--- config.mk ---
export PLATFORM = sky130hd
export DESIGN_NAME = shift_add_multiplier
export DESIGN_NICKNAME = d
export VERILOG_FILES = /design/src/rtl/shift_add_multiplier.sv
export SDC_FILE = /design/constraint.sdc
export NUM_CORES = 1
export LEC_CHECK = 0
export CAP_MARGIN = 30
export CORE_MARGIN = 8
export CORE_UTILIZATION = 48
export CTS_BUF_LIST = sky130_fd_sc_hd__clkbuf_16
export CTS_CLUSTER_SIZE = 8
export DETAILED_ROUTE_END_ITERATION = 12
export PLACE_DENSITY = 0.8
export SKIP_CTS_REPAIR_TIMING = 1
export SYNTH_ARGS = -nofsm -noshare
export SYNTH_HDL_FRONTEND = slang
export SYNTH_SLANG_ARGS = --single-unit
--- constraint.sdc ---
create_clock -name clk -period 2.9 [get_ports clk]
set_input_delay 0.58 -clock clk [delete_from_list [all_inputs] [get_ports clk]]
set_output_delay 0.58 -clock clk [all_outputs]
set_load 0.02 [all_outputs]
--- src/rtl/shift_add_multiplier.sv ---
// Sequential unsigned NxN shift-and-add multiplier: one add-and-shift step per clock on a single ripple adder.
// Optional build macro MUL_ZERO_SKIP_EN: zero operands finish in one cycle with a zero product.

module n_bit_adder #(
    parameter int N = 16
) (
    input  logic [N-1:0] a,
    input  logic [N-1:0] b,
    input  logic         cin,
    output logic [N-1:0] sum,
    output logic         cout
);
    logic [N:0] total;

    assign total       = {1'b0, a} + {1'b0, b} + {{N{1'b0}}, cin};
    assign {cout, sum} = total;
endmodule

module shift_add_multiplier #(
    parameter int N = 16
) (
    input  logic           clk,
    input  logic           rst_n,
    input  logic           start,
    input  logic [N-1:0]   A,
    input  logic [N-1:0]   B,
    output logic           busy,
    output logic           done,
    output logic [2*N-1:0] Product
);
    localparam int CW = $clog2(N + 1);
    localparam logic [CW-1:0] CNT_ONE  = CW'(1);
    localparam logic [CW-1:0] CNT_LOAD = CW'(N);

    typedef enum logic [1:0] {
        IDLE = 2'd0,
        BUSY = 2'd1,
        DONE = 2'd2
    } state_t;

    state_t         state;
    state_t         state_next;
    logic [N-1:0]   mcand;
    logic [2*N-1:0] acc;
    logic [2*N-1:0] acc_next;
    logic [CW-1:0]  cnt;
    logic [N-1:0]   add_b;
    logic [N-1:0]   add_sum;
    logic           add_cout;

`ifdef MUL_ZERO_SKIP_EN
    logic zero_op;
    assign zero_op = (A == '0) || (B == '0);
`endif

    assign add_b = acc[0] ? mcand : '0;

    n_bit_adder #(.N(N)) u_adder (
        .a    (acc[2*N-1:N]),
        .b    (add_b),
        .cin  (1'b0),
        .sum  (add_sum),
        .cout (add_cout)
    );

    // The carry out becomes the new MSB; dropping it breaks operands >= 2^(N-1).
    assign acc_next = {add_cout, add_sum, acc[N-1:1]};

    always_ff @(posedge clk or negedge rst_n) begin
        if (!rst_n) begin
            state <= IDLE;
        end else begin
            state <= state_next;
        end
    end

    always_comb begin
        state_next = state;
        case (state)
            IDLE: begin
                if (start) begin
`ifdef MUL_ZERO_SKIP_EN
                    state_next = zero_op ? DONE : BUSY;
`else
                    state_next = BUSY;
`endif
                end
            end
            BUSY: begin
                if (cnt == CNT_ONE) begin
                    state_next = DONE;
                end
            end
            DONE:    state_next = IDLE;
            default: state_next = IDLE;
        endcase
    end

    always_ff @(posedge clk or negedge rst_n) begin
        if (!rst_n) begin
            mcand   <= '0;
            acc     <= '0;
            cnt     <= '0;
            Product <= '0;
        end else begin
            case (state)
                IDLE: begin
                    if (start) begin
                        mcand <= A;
                        acc   <= {{N{1'b0}}, B};
                        cnt   <= CNT_LOAD;
`ifdef MUL_ZERO_SKIP_EN
                        if (zero_op) begin
                            Product <= '0;
                        end
`endif
                    end
                end
                BUSY: begin
                    acc <= acc_next;
                    cnt <= cnt - CNT_ONE;
                    if (cnt == CNT_ONE) begin
                        Product <= acc_next;
                    end
                end
                default: ;
            endcase
        end
    end

    assign busy = (state != IDLE);
    assign done = (state == DONE);
endmodule

== After elaboration in Yosys (flattened, before gate mapping) ==
Index checks and enable logic that the tools add are counted.

* Output and inout bits: 34
* Memory bits (writable): 0
* Bits in registers: 87
* Memories: 0
* Logic and storage cells: 27
* Input port bits: 35
* Memory bits (read-only): 0
* Bits in latches: 0

* Bitwise logic cells: 0
* $lt $le $gt $ge: 0
* Equal/unequal tests: 5
* Div/mod/pow operators: 0
* Add/sub/neg operators: 2
* Multiply operators: 0
* Muxes and demuxes: 8
* Reduce and logical (&&, ||, !) cells: 7
* Shift operators: 0

{| class="wikitable"
|+ Operator list
! kind !! number
|-
| $pmux W32 S2 || 1
|-
| $mux W32 || 1
|-
| $add A16 B16 Y17 || 1
|-
| $mux W16 || 1
|-
| $pmux W5 S2 || 1
|-
| $reduce_and A2 Y1 || 4
|-
| $eq A5 B1 Y1 const B || 1
|-
| $mux W5 || 1
|-
| $sub A5 B1 Y5 const B || 1
|-
| $mux W2 || 2
|-
| $ne A2 B2 Y1 const B || 2
|-
| $pmux W2 S2 || 1
|-
| $reduce_bool A2 Y1 || 2
|-
| $eq A2 B1 Y1 const B || 1
|-
| $eq A2 B2 Y1 const B || 1
|-
| $logic_not A2 Y1 || 1
|}

== Logic depth before layout (Yosys ltp) ==
Gate-level depths: netlist of run 1.

* Depth in word-level cells: 3
* Mapped depth: 10
* Depth with buffers taken out: 9

== Hierarchy ==
A second synthesis of run 1 with hierarchy kept.

* Cells, all modules: 416
* Area, all modules: 4415.5 um2

{| class="wikitable"
|+ Modules (own cells, without submodules)
! module !! times used !! cells each !! area an instance (um2)
|-
| shift_add_multiplier || 1 || 327 || 3682.3
|-
| n_bit_adder || 1 || 89 || 733.2
|}

== Worst setup path before layout of run 1 ==
OpenSTA, ideal clock, no wires.

* Kind: reg2reg
* Start point: reg acc[0]
* End point: reg Product[29]
* Buffers on the path: 1
* Clock period less this slack: 2.780 ns
* Stages on the path, launching flop included: 11
* Slack: 0.120 ns
* Arrival: 2.710 ns
* Cells stage by stage: dfrtp_1 > clkbuf_1 > and2_1 > ha_1 > fa_1 > a21o_1 > a311o_1 > a221oi_2 > o21ai_2 > or3_1 > nand4_1

* Word-level cells in the longest chain between the ends: 2

{| class="wikitable"
|+ RTL lines
! what !! line !! text
|-
| start, declared || 44 || <nowiki>logic [2*N-1:0] acc;</nowiki>
|-
| start signal, assigned || 110 || <nowiki>acc <= {{N{1'b0}}, B};</nowiki>
|-
| start signal, assigned || 120 || <nowiki>acc <= acc_next;</nowiki>
|-
| $mux W16 || 56 || <nowiki>assign add_b = acc[0] ? mcand : '0;</nowiki>
|-
| $add A16 B16 Y17 || 15 || <nowiki>assign total = {1'b0, a} + {1'b0, b} + {{N{1'b0}}, cin};</nowiki>
|-
| end signal, assigned || 123 || <nowiki>Product <= acc_next;</nowiki>
|-
| end, declared || 29 || <nowiki>output logic [2*N-1:0] Product</nowiki>
|}

No other way between the ends.
A chain may end at the register's enable or synchronous reset.

== Worst setup path in the final report of run 1 ==
* Start point: reg acc[0]
* End point: reg Product[31]

Same word-level chain as after synthesis.

==> results of run 1 <==
layout by cell type (no fill, tap or decap), drive strengths merged, types with 6 or more instances in the layout:
cell | synthesis | layout
clkbuf | 25 | 9
inv | 8 | 8
clkdlybuf4s50 | 0 | 67
a21oi | 12 | 12
a22oi | 16 | 16
o21ai | 34 | 34
dfrtp | 87 | 87
nand3 | 19 | 19
buf | 0 | 14
ha | 18 | 18
xor2 | 6 | 6
nand2 | 167 | 167
and2 | 17 | 17
synthesized netlist by cell type, types with 3 or more instances:
cell,count
a21o_1,4
clkbuf_1,25
nor2_1,5
nor2b_1,3
nand4_1,5
dfrtp_1,87
nand3_1,19
a21oi_1,12
nand2_1,167
o21ai_0,32
nor3_1,5
and2_1,17
ha_1,18
xor2_1,6
a22oi_1,16
xnor2_1,4
inv_1,8
where the power goes:
part	switching, uW	internal [uW]
combinational	1660	1220
sequential	364	1790
clock	472	836
total	2490	3840
worst paths after layout:
kind	start	endpoint	slack (ps)	cells past startpoint
hold / removal	rst_n	Product[18]	220	1
max in group asynchronous	rst_n	Product[11]	2040	2
min in group clk	mcand[13]	mcand[13]	470	2
setup reg to reg	acc[0]	Product[31]	190	9
setup / recovery	acc[0]	Product[31]	190	9
hold reg to reg	mcand[13]	mcand[13]	470	2
state kept, by name, indices dropped and copies added (netlist names):
name / flops
Product: 32
acc: 32
mcand: 16
cnt: 5
state: 2
metrics by stage:
stage	util, %	cell area, sq um	power, uW	hold slack (ps)	std cells
floorplan	-	4190	3960	284	465
global placement	58.4	5020	4900	454	629
detailed placement	58.4	5020	5020	460	629
CTS	62.3	5360	6360	235	645
global route	62.4	5360	6790	267	645
finish	62.4	5360	6330	224	645
kinds of logic (layout without fill, tap and decap cells):
kind of cell	after synthesis	in the layout	synth area share, %
adders and majority gates	19	19	5.85
AOI/OAI and AO/OA	88	88	13.9
and+or+nand+nor	227	227	23.0
buffers and inverters	33	105	2.96
DFF	87	87	52.0
muxes	1	1	0.269
xor gates and xnor gates	10	10	2.09
area by class of cell:
cell class	count	share of cell area (%)
multi-input combinational	345	35.3
sequential	87	40.6
clock inverter	7	2.08
timing repair buffer	81	14.7
inverter	8	0.560
tap	108	2.52
clock buffer	9	4.20
metal layers:
layer	part of all wire, %	global-route usage (%)
met5	0	0
met4	1.3	7.33
met3	6.7	5.22
met2	47	29.3
met1	45	22.6
==> impl_results.md, run 1 <==
- Slowest stage delay, CP: 390 ps
- Hpwl dp: 7.28 mm
- Critical Path Sink Type: flop
- Final WL: 10.3 mm
- Share of the synthesized area in the top cell type: 52.0%
- Core footprint: 8590 sq um
- Crit Path Category: reg -> reg
- Initial antenna violation count: 0
- Min-delay worst type: in -> async
- Grt ovf: 0
- Vias in the first global route: 3637
- Final TNS setup: 0 ps
- TritonCTS clock tree: built
- Drt drc: 0
- Share of cells above drive strength 1: 6.33%
- Seq/Total Area, Yosys: 52.0%
- Synth Instances: 465
- Top_reg_cell synth: dfrtp_1
- Vert. Die Dim: 109 um
- Leakage Power: 0.00257 uW
- Fin. Hold Viols: 0
- Root Driver: clkbuf_16
- Initial drt markers: 155
- Worst EP required: 3090 ps
- Synth area leader: dfrtp_1
- Inserted Diodes: 0
- Post-DRT Antenna Nets: 0
- Number of flops mapped to enable cells by yosys: 0
- RSZ-0062 raised after global routing: false
- Gr usage total: 18.2%
- Crit path max fanout: 12
- CP Data Arrival Time: 2910 ps
- Part of the cycle the worst path needs: 93.5%
- Area growth syn-to-layout: 27.9%
- Drt pass-1 iters: 5
- Multi-input logic area: 1890 sq um
- H-tree levels: 3
- DR vias/cell: 5.34
- Clock Path Buffers: 2
- I/O pin count: 69
- Clock Sinks: 87
- Mean post-synth cell area: 9.01 sq um
- Worst-Margin Slew: 636 ps
- Placer Congestion: 0.847
- Yosys warns: 0
- Slew HR: 57.5%
- Worst Setup Start Kind: flop
- Crit-path slowest cell: dfrtp_1
- Final WS setup: 187 ps
- Maximum VDD drop: 0.626 mV
- Drt wl/cell: 15.9 um
- Die area: 12000 sq um
- Synth top area cells: dfrtp_1, nand2_1, ha_1, o21ai_0, a22oi_1
- Endpoints failing setup: 0
- Pwr/cell area: 1180 nW/um^2
- First-pass GRT wire length: 17.4 mm
- Buffers on Ports: 68
- Worst-path clk slew: 60 ps
- FF+latch count, synth: 87
- Clock latency at the later pin of the worst-skew pair: 340 ps
- CTS Buf Count: 9
- Final Max Slew Viols: 0
- WP buf/inv: 1
- Nets: 586
- Post-synthesis async set-or-reset flop share: 100%
- Cell mode on critical path: a221oi_2
- Max_cap viols: 0
- Largest net degree at the start of global routing: 48
- Outcome: finished, final reports clean
- CP cell instances: buf_4 -> and2_1 -> ha_1 -> a21o_1 -> a311o_1 -> a221oi_2 -> o21ai_2 -> a221oi_2 -> o21ai_1
- Via count: 3446
- Synth Cell Area: 4190 sq um
- Crit path max-delay family: compound AO/OA/AOI/OAI gates
- Pre-CTS WS: 65.2 ps
- FF+latch area: 2180 sq um
- Rows: 34
- Max Fclk: 0.369 GHz
- Yosys cell types: 43
- Initial core utilization: 48.8%
- Die extent in x: 109 um
- Syn nets: 519
- Clk_skew: 8.80 ps
- Fillers: 736
- Min Tclk post-route: 2710 ps
Power figures use the tool's default switching activity.
==> run 2, diff against run 1 <==
--- a/config.mk
+++ b/config.mk
@@ -9,6 +9,7 @@
 export CORE_MARGIN = 8
 export CORE_UTILIZATION = 48
 export CTS_BUF_LIST = sky130_fd_sc_hd__clkbuf_16
+export CTS_CLUSTER_DIAMETER = 60
 export CTS_CLUSTER_SIZE = 8
 export DETAILED_ROUTE_END_ITERATION = 12
 export PLACE_DENSITY = 0.8
==> results of run 2 <==
Final layout, timing and power as in run 1 (identical DEF).
